$ cat config.mk
export PLATFORM = sky130hd
export DESIGN_NAME = srl_fifo16_flat
export DESIGN_NICKNAME = d
export VERILOG_FILES = /design/src/rtl/srl_fifo16_if.sv /design/src/rtl/srl_fifo16.sv /design/src/flat_wrapper.sv
export SDC_FILE = /design/constraint.sdc
export NUM_CORES = 1
export LEC_CHECK = 0
export CORE_UTILIZATION = 40
export CTS_BUF_LIST = sky130_fd_sc_hd__clkbuf_8
export DETAILED_ROUTE_END_ITERATION = 6
export MAX_ROUTING_LAYER = met4
export SYNTH_ARGS = -nofsm -noshare
export SYNTH_HDL_FRONTEND = slang
export SYNTH_SLANG_ARGS = --single-unit
$ cat constraint.sdc
create_clock -name CLK -period 7.12 [get_ports CLK]
set_input_delay 1.068 -clock CLK [delete_from_list [all_inputs] [get_ports CLK]]
set_output_delay 1.068 -clock CLK [all_outputs]
set_load 0.03 [all_outputs]
$ cat src/rtl/srl_fifo16_if.sv
// Ready/valid write and read channels of the 16-deep SRL FIFO, plus its status outputs.
// The master side is the producer/consumer; the slave side is the FIFO.
interface srl_fifo16_if #(
   parameter int WIDTH = 8
);
   logic             in_valid;
   logic             in_ready;
   logic [WIDTH-1:0] in_data;
   logic             out_valid;
   logic             out_ready;
   logic [WIDTH-1:0] out_data;
   logic [4:0]       count;
   logic             almost_full;

   modport master (
      output in_valid, in_data, out_ready,
      input  in_ready, out_valid, out_data, count, almost_full
   );

   modport slave (
      input  in_valid, in_data, out_ready,
      output in_ready, out_valid, out_data, count, almost_full
   );
endinterface

$ cat src/rtl/srl_fifo16.sv
// 16-entry FIFO built on a resetless shift-register array (SRL16E-friendly).
// The head is read at address count-1, so pushes shift and pops only decrement count.
module srl_fifo16 #(
   parameter int WIDTH    = 8,
   parameter int AF_LEVEL = 12
) (
   input logic        CLK,
   input logic        CLR,
   srl_fifo16_if.slave bus
);

   localparam logic [4:0] DEPTH  = 5'd16;
   localparam logic [4:0] AF_THR = 5'(AF_LEVEL);

   logic             rel_p0;
   logic             rel_p1;
   logic [4:0]       count_q;
   logic [4:0]       count_next;
   logic             af_q;
   logic             in_ready;
   logic             out_valid;
   logic             push;
   logic             pop;
   logic [3:0]       rd_addr;
   logic [WIDTH-1:0] mem [16];

   assign in_ready  = (count_q != DEPTH);
   assign out_valid = (count_q != 5'd0);

   // Writes are held off until the reset release has passed through both sync flops.
   assign push = bus.in_valid & in_ready & rel_p1;
   assign pop  = out_valid & bus.out_ready;

   always_comb begin
      count_next = count_q;
      unique case ({push, pop})
         2'b10:   count_next = count_q + 5'd1;
         2'b01:   count_next = count_q - 5'd1;
         default: count_next = count_q;
      endcase
   end

   // Reset release synchroniser: asserts asynchronously, releases on CLK.
   always_ff @(posedge CLK or negedge CLR) begin
      if (!CLR) begin
         rel_p0 <= 1'b0;
         rel_p1 <= 1'b0;
      end else begin
         rel_p0 <= 1'b1;
         rel_p1 <= rel_p0;
      end
   end

   always_ff @(posedge CLK or negedge CLR) begin
      if (!CLR) begin
         count_q <= 5'd0;
         af_q    <= 1'b0;
      end else begin
         count_q <= count_next;
         af_q    <= (count_next >= AF_THR);
      end
   end

   // Shift array: no reset so it maps onto shift-register LUT cells.
   always_ff @(posedge CLK) begin
      if (push) begin
         mem[0] <= bus.in_data;
         for (int i = 1; i < 16; i++) begin
            mem[i] <= mem[i-1];
         end
      end
   end

   assign rd_addr = count_q[3:0] - 4'd1;

   assign bus.in_ready    = in_ready;
   assign bus.out_valid   = out_valid;
   assign bus.out_data    = mem[rd_addr];
   assign bus.count       = count_q;
   assign bus.almost_full = af_q;

endmodule

$ cat src/flat_wrapper.sv
// flat-port wrapper written by rule: the top's interface ports become plain ports
module srl_fifo16_flat 
#(
   parameter int WIDTH    = 8,
   parameter int AF_LEVEL = 12
)
  (CLK, CLR, bus_in_valid, bus_in_data, bus_out_ready, bus_in_ready, bus_out_valid, bus_out_data, bus_count, bus_almost_full);
  srl_fifo16_if #(.WIDTH(WIDTH)) bus_i ();
  input logic CLK;
  input logic CLR;
  input wire logic [$bits(bus_i.in_valid)-1:0] bus_in_valid;
  input wire logic [$bits(bus_i.in_data)-1:0] bus_in_data;
  input wire logic [$bits(bus_i.out_ready)-1:0] bus_out_ready;
  output wire logic [$bits(bus_i.in_ready)-1:0] bus_in_ready;
  output wire logic [$bits(bus_i.out_valid)-1:0] bus_out_valid;
  output wire logic [$bits(bus_i.out_data)-1:0] bus_out_data;
  output wire logic [$bits(bus_i.count)-1:0] bus_count;
  output wire logic [$bits(bus_i.almost_full)-1:0] bus_almost_full;
  assign bus_i.in_valid = bus_in_valid;
  assign bus_i.in_data = bus_in_data;
  assign bus_i.out_ready = bus_out_ready;
  assign bus_in_ready = bus_i.in_ready;
  assign bus_out_valid = bus_i.out_valid;
  assign bus_out_data = bus_i.out_data;
  assign bus_count = bus_i.count;
  assign bus_almost_full = bus_i.almost_full;
  srl_fifo16 #(.WIDTH(WIDTH), .AF_LEVEL(AF_LEVEL)) u_core (.CLK(CLK), .CLR(CLR), .bus(bus_i));
endmodule
== After elaboration in Yosys (flattened, before gate mapping) ==
Memory sizes are Yosys's and may differ from the RTL's.
Cells that the tools add are included.
Storage, ports and cells
  flip-flop bits (word level): 8
  memory bits (writable): 128
  input port bits: 12
  output and inout port bits: 16
  memories kept: 1
Cells by class
  $add $sub $neg: 3
  magnitude comparators: 1
  eq/ne operators: 3
  muxes and demuxes: 3
  bitwise operators: 3
  reduce and logical (&&, ||, !) cells: 1
Memory list
  u_core.mem: depth 16, width 8, rd ports 16, clocked after memory_dff 0, wr ports 16, RTL line srl_fifo16.sv:25  | logic [WIDTH-1:0] mem [16];
Operators by type and width (number)
  one-hot mux 5 bit (2 select lines): 1
  adder 5 x 1 -> 5 bit (second input constant): 1
  >= comparator 5 x 4 -> 1 bit (second input constant): 1
  != test 5 bit (second input constant): 1
  nonzero test 5 bit: 1
  subtractor 5 x 1 -> 5 bit (second input constant): 1
  subtractor 4 x 1 -> 4 bit (second input constant): 1
  AND 1 bit: 3
  == test 2 x 1 -> 1 bit (second input constant): 1
  == test 2 bit (second input constant): 1
  2-to-1 mux 1 bit: 2

== Longest topological paths before layout ==
  word-level depth: 6
  mapped depth: 14

== Least setup slack after synthesis ==
Ideal clock, no wire load.
  kind: reg-to-reg
  from: reg u_core.count_q[0], in the netlist u_core.bus.count[0]
  to: reg u_core.af_q, in the netlist u_core.bus.almost_full
  library setup time: 0.126 ns
  arrival: 6.439 ns
  path slack: 0.554 ns
  stages on the path, launching flop included: 14
  buffers on the path: 1
  clock period less this slack: 6.566 ns
  path through: dfrtp_1 > buf_4 > inv_1 > ha_1 > nand3_1 > and3_1 > inv_1 > ha_1 > ha_1 > nor2b_1 > o21a_1 > o311ai_1 > o311ai_1 > a311o_1
Between the ends
  cells in the longest elaborated chain, start to end: 6
  elaborated cells between the ends (all ways): 11
  classes of those cells: add/sub: 2; order compare: 1; eq/ne: 3; mux: 1; bitwise: 3; reduce/logical: 1
RTL lines
  start, declared: RTL line srl_fifo16.sv:17  | logic [4:0] count_q;
  start signal, assigned: RTL line srl_fifo16.sv:59  | count_q <= count_next;
  != test 5 bit (*): RTL line srl_fifo16.sv:27  | assign in_ready = (count_q != DEPTH);
  named net bus_in_ready: RTL line flat_wrapper.sv:14  | output wire logic [$bits(bus_i.in_ready)-1:0] bus_in_ready;
  AND 1 bit (*) (2 in series): RTL line srl_fifo16.sv:31  | assign push = bus.in_valid & in_ready & rel_p1;
  == test 2 x 1 -> 1 bit / == test 2 bit (equally long branches): RTL line srl_fifo16.sv:36  | unique case ({push, pop})
  one-hot mux 5 bit (2 select lines) (*): RTL line srl_fifo16.sv:36
  named net u_core.count_next[4]: RTL line srl_fifo16.sv:18  | logic [4:0] count_next;
  >= comparator 5 x 4 -> 1 bit (*): RTL line srl_fifo16.sv:60  | af_q <= (count_next >= AF_THR);
  end signal, assigned: RTL line srl_fifo16.sv:60
  end, declared: RTL line srl_fifo16.sv:19  | logic af_q;
Mark *: on every way through the listed nets, which the timed path passes. The rest lies on a longest branch.

== Worst setup path after layout ==
  from: reg u_core.count_q[0], in the netlist u_core.bus.count[0]
  to: out bus_out_data[1]
Between the ends
  cells in the longest elaborated chain, start to end: 2
RTL lines
  subtractor 4 x 1 -> 4 bit: RTL line srl_fifo16.sv:74  | assign rd_addr = count_q[3:0] - 4'd1;
  memory read (16 x 8 bit)
  end, declared: RTL line flat_wrapper.sv:16  | output wire logic [$bits(bus_i.out_data)-1:0] bus_out_data;
No other way between the ends.

==> flow_summary.json <==
{
  "status": "finished, final reports clean",
  "final.setup.tns_ns": 0,
  "routed_wirelength_mm": 9.47,
  "grt_usage_pct": 15.3,
  "whs_path_depth": 0,
  "crit_arrival_ns": 3.99,
  "cp.required_ns": 6.05,
  "finalHoldViolations": 0,
  "cts_num_sinks": 136,
  "path_clk_slew_ns": 0.07,
  "synth_edf_count": 128,
  "hold_path_startpoint": "u_core.rel_p0",
  "tritoncts": "done",
  "grt_max_degree": 89,
  "rsz0062_at_grt": "false",
  "dp_cells": 512,
  "final.min_clock_period_ns": 5.06,
  "powerDensity_nw_per_um2": 479,
  "crit_chain": "buf_4, inv_1, ha_1, nor2b_1, nand3_1, a32o_1, clkdlybuf4s50_1",
  "htree_levels": 4,
  "cts_setup_buffers": 0,
  "syn-cell-area_um2": 5480,
  "syn_to_final_growth_pct": 14.1,
  "synth_flop_cell": "edfxtp_1",
  "yosys_warnings": 0,
  "holdBufCountCts": 0,
  "hpwl_mm": 5.83,
  "finalPower_mw": 3.00,
  "final_common_cell": "edfxtp_1",
  "min_to": "u_core.rel_p1",
  "layout.nets": 374,
  "vias_per_cell": 5.23,
  "critPathBufInv": 3,
  "io_pins": 28,
  "num_vias": 2845,
  "grt.overflow.total": 0,
  "fp-row-count": 42,
  "core_um2": 13300,
  "cts_root_buffer": "clkbuf_8",
  "whs_ns": 0.355,
  "ir_drop_v": 0.000385,
  "slowest_delay_ns": 0.88,
  "leakage_nw": 2.15,
  "start_util_pct": 41.2,
  "port_buffers": 27,
  "ys_ff_latch": 136,
  "crit_slowest_cell": "ha_1",
  "yosys.cell_types.count": 38,
  "cp_top_family": "buffers and inverters",
  "async_reset_ff_share_pct": 5.88,
  "worst_setup_path_end_kind": "primary output",
  "fill_cells": 1168,
  "crit_type": "flop to primary output",
  "drt_drc_violations_left": 0,
  "cp-start-kind": "flop",
  "die_area_um2": 14200,
  "cp_max_fo": 24,
  "holdCritPathClass": "flop to flop",
  "clock_latency_ns": 0.43,
  "syn_inst": 320,
  "r2r_slack_ns": 3.26,
  "fp.dieW_um": 119,
  "report.final.slew_viol_count": 0,
  "finClkSkew_ns": 0.00881,
  "grt_pass1_wl_mm": 15.6,
  "gp_congestion": 0.754,
  "setup_viol_count_final": 0,
  "relSlewSlack_pct": 27.2,
  "drive_gt1_share_pct": 13.6,
  "ant_nets": 0,
  "post-route-period-util_pct": 71.0,
  "fin_cells": 544,
  "final_cell_mix": "edfxtp_1, nand2_1, clkdlybuf4s50_1",
  "ctsResizeCount": 0,
  "synth_seq_area_share_pct": 73.8,
  "drt-initial-drc-count": 285,
  "die_h_um": 119,
  "first_pass_iters": 4,
  "numCtsBuffers": 17,
  "wl_per_cell_um": 17.4,
  "syn_avg_cell_area_um2": 17.1,
  "cap_viol_max_count": 0,
  "num_antenna_cells": 0,
  "timing.fmax_mhz": 198,
  "antenna_found_initial": 0,
  "worst_pin_slew_ns": 1.09,
  "reg2reg_from": "u_core.bus.count[0]",
  "clockBufferDepth": 2,
  "rr_endpoint": "u_core.bus.almost_full",
  "grt_pass1_vias": 2925,
  "syn-num-nets": 339,
  "worstRegToRegCells": 13
}
flip-flops by register name, indices dropped and copies added (netlist names):
register and count:
u_core.rel_p1 1, u_core.bus.almost_full 1, u_core.rel_p0 1, u_core.mem 128, u_core.bus.count 5
logic make-up after synthesis:
kind of cell	synth area share, %
fa+ha+maj	1.74
flops	73.8
mux	9.68
buf+inv	2.01
compound gates	4.18
other cells	0.0685
xor+xnor	1.44
simple gates	7.06
layer usage:
layer,part of all wire (%),vias to the layer above,GRT usage (%)
met3,3.3,11,4.74
li1,-,1315,-
met2,46,59,21.1
met4,1.9,0,6.09
met1,49,1460,21.1
met5,0,-,-
cell type report:
| class | count | area (µm²) | share of cell area (%) |
|---|---|---|---|
| clock buffer | 17 | 234 | 3.74 |
| tap | 176 | 220 | 3.52 |
| multi-input combinational | 164 | 1340 | 21.4 |
| timing repair buffer | 31 | 300 | 4.80 |
| clock inverter | 15 | 97.6 | 1.56 |
| sequential | 136 | 4040 | 64.7 |
| inverter | 5 | 18.8 | 0.300 |
how the worst max path moves through the flow:
stage / depth (start not counted) / from / end / slack, ns
floorplan: 13 / u_core.bus.count[0] / u_core.bus.almost_full / 0.55
global placement: 9 / u_core.bus.count[0] / bus_out_data[7] / 2.56
detailed placement: 7 / u_core.bus.count[0] / bus_out_data[1] / 2.45
CTS: 7 / u_core.bus.count[0] / bus_out_data[1] / 1.98
global route: 7 / u_core.bus.count[0] / bus_out_data[0] / 1.77
finish: 7 / u_core.bus.count[0] / bus_out_data[1] / 2.06
power by group:
part	total (mW)	switching [mW]	internal, mW
logic	1.45	0.858	0.590
clock network	0.535	0.272	0.263
registers	1.01	0.0513	0.961
total	3.00	1.18	1.81
synthesized netlist by cell type (all sizes together), types with 4 or more instances:
cell    count  share of area (%)
edfxtp    128                 70
nand2      59                4.0
mux2i      17                3.1
nand3      17                1.6
mux4       16                6.6
buf        12                1.5
a221oi      8                1.3
a32o        8                1.5
dfrtp       8                3.7
ha          6                1.4
inv         5               0.34
nor2        4               0.27
xor2        4                1.1
through the flow:
step / util [%] / setup WS (ns) / area [µm²]
2_1_floorplan: - / 0.554 / 5480
5_1_grt: 47.0 / 1.77 / 6250
6_report: 47.0 / 2.06 / 6250
3_5_place_dp: 44.5 / 2.45 / 5920
3_3_place_gp: 44.5 / 2.56 / 5920
4_1_cts: 47.0 / 1.98 / 6250
Note: power is estimated with default switching activity, not from simulation.
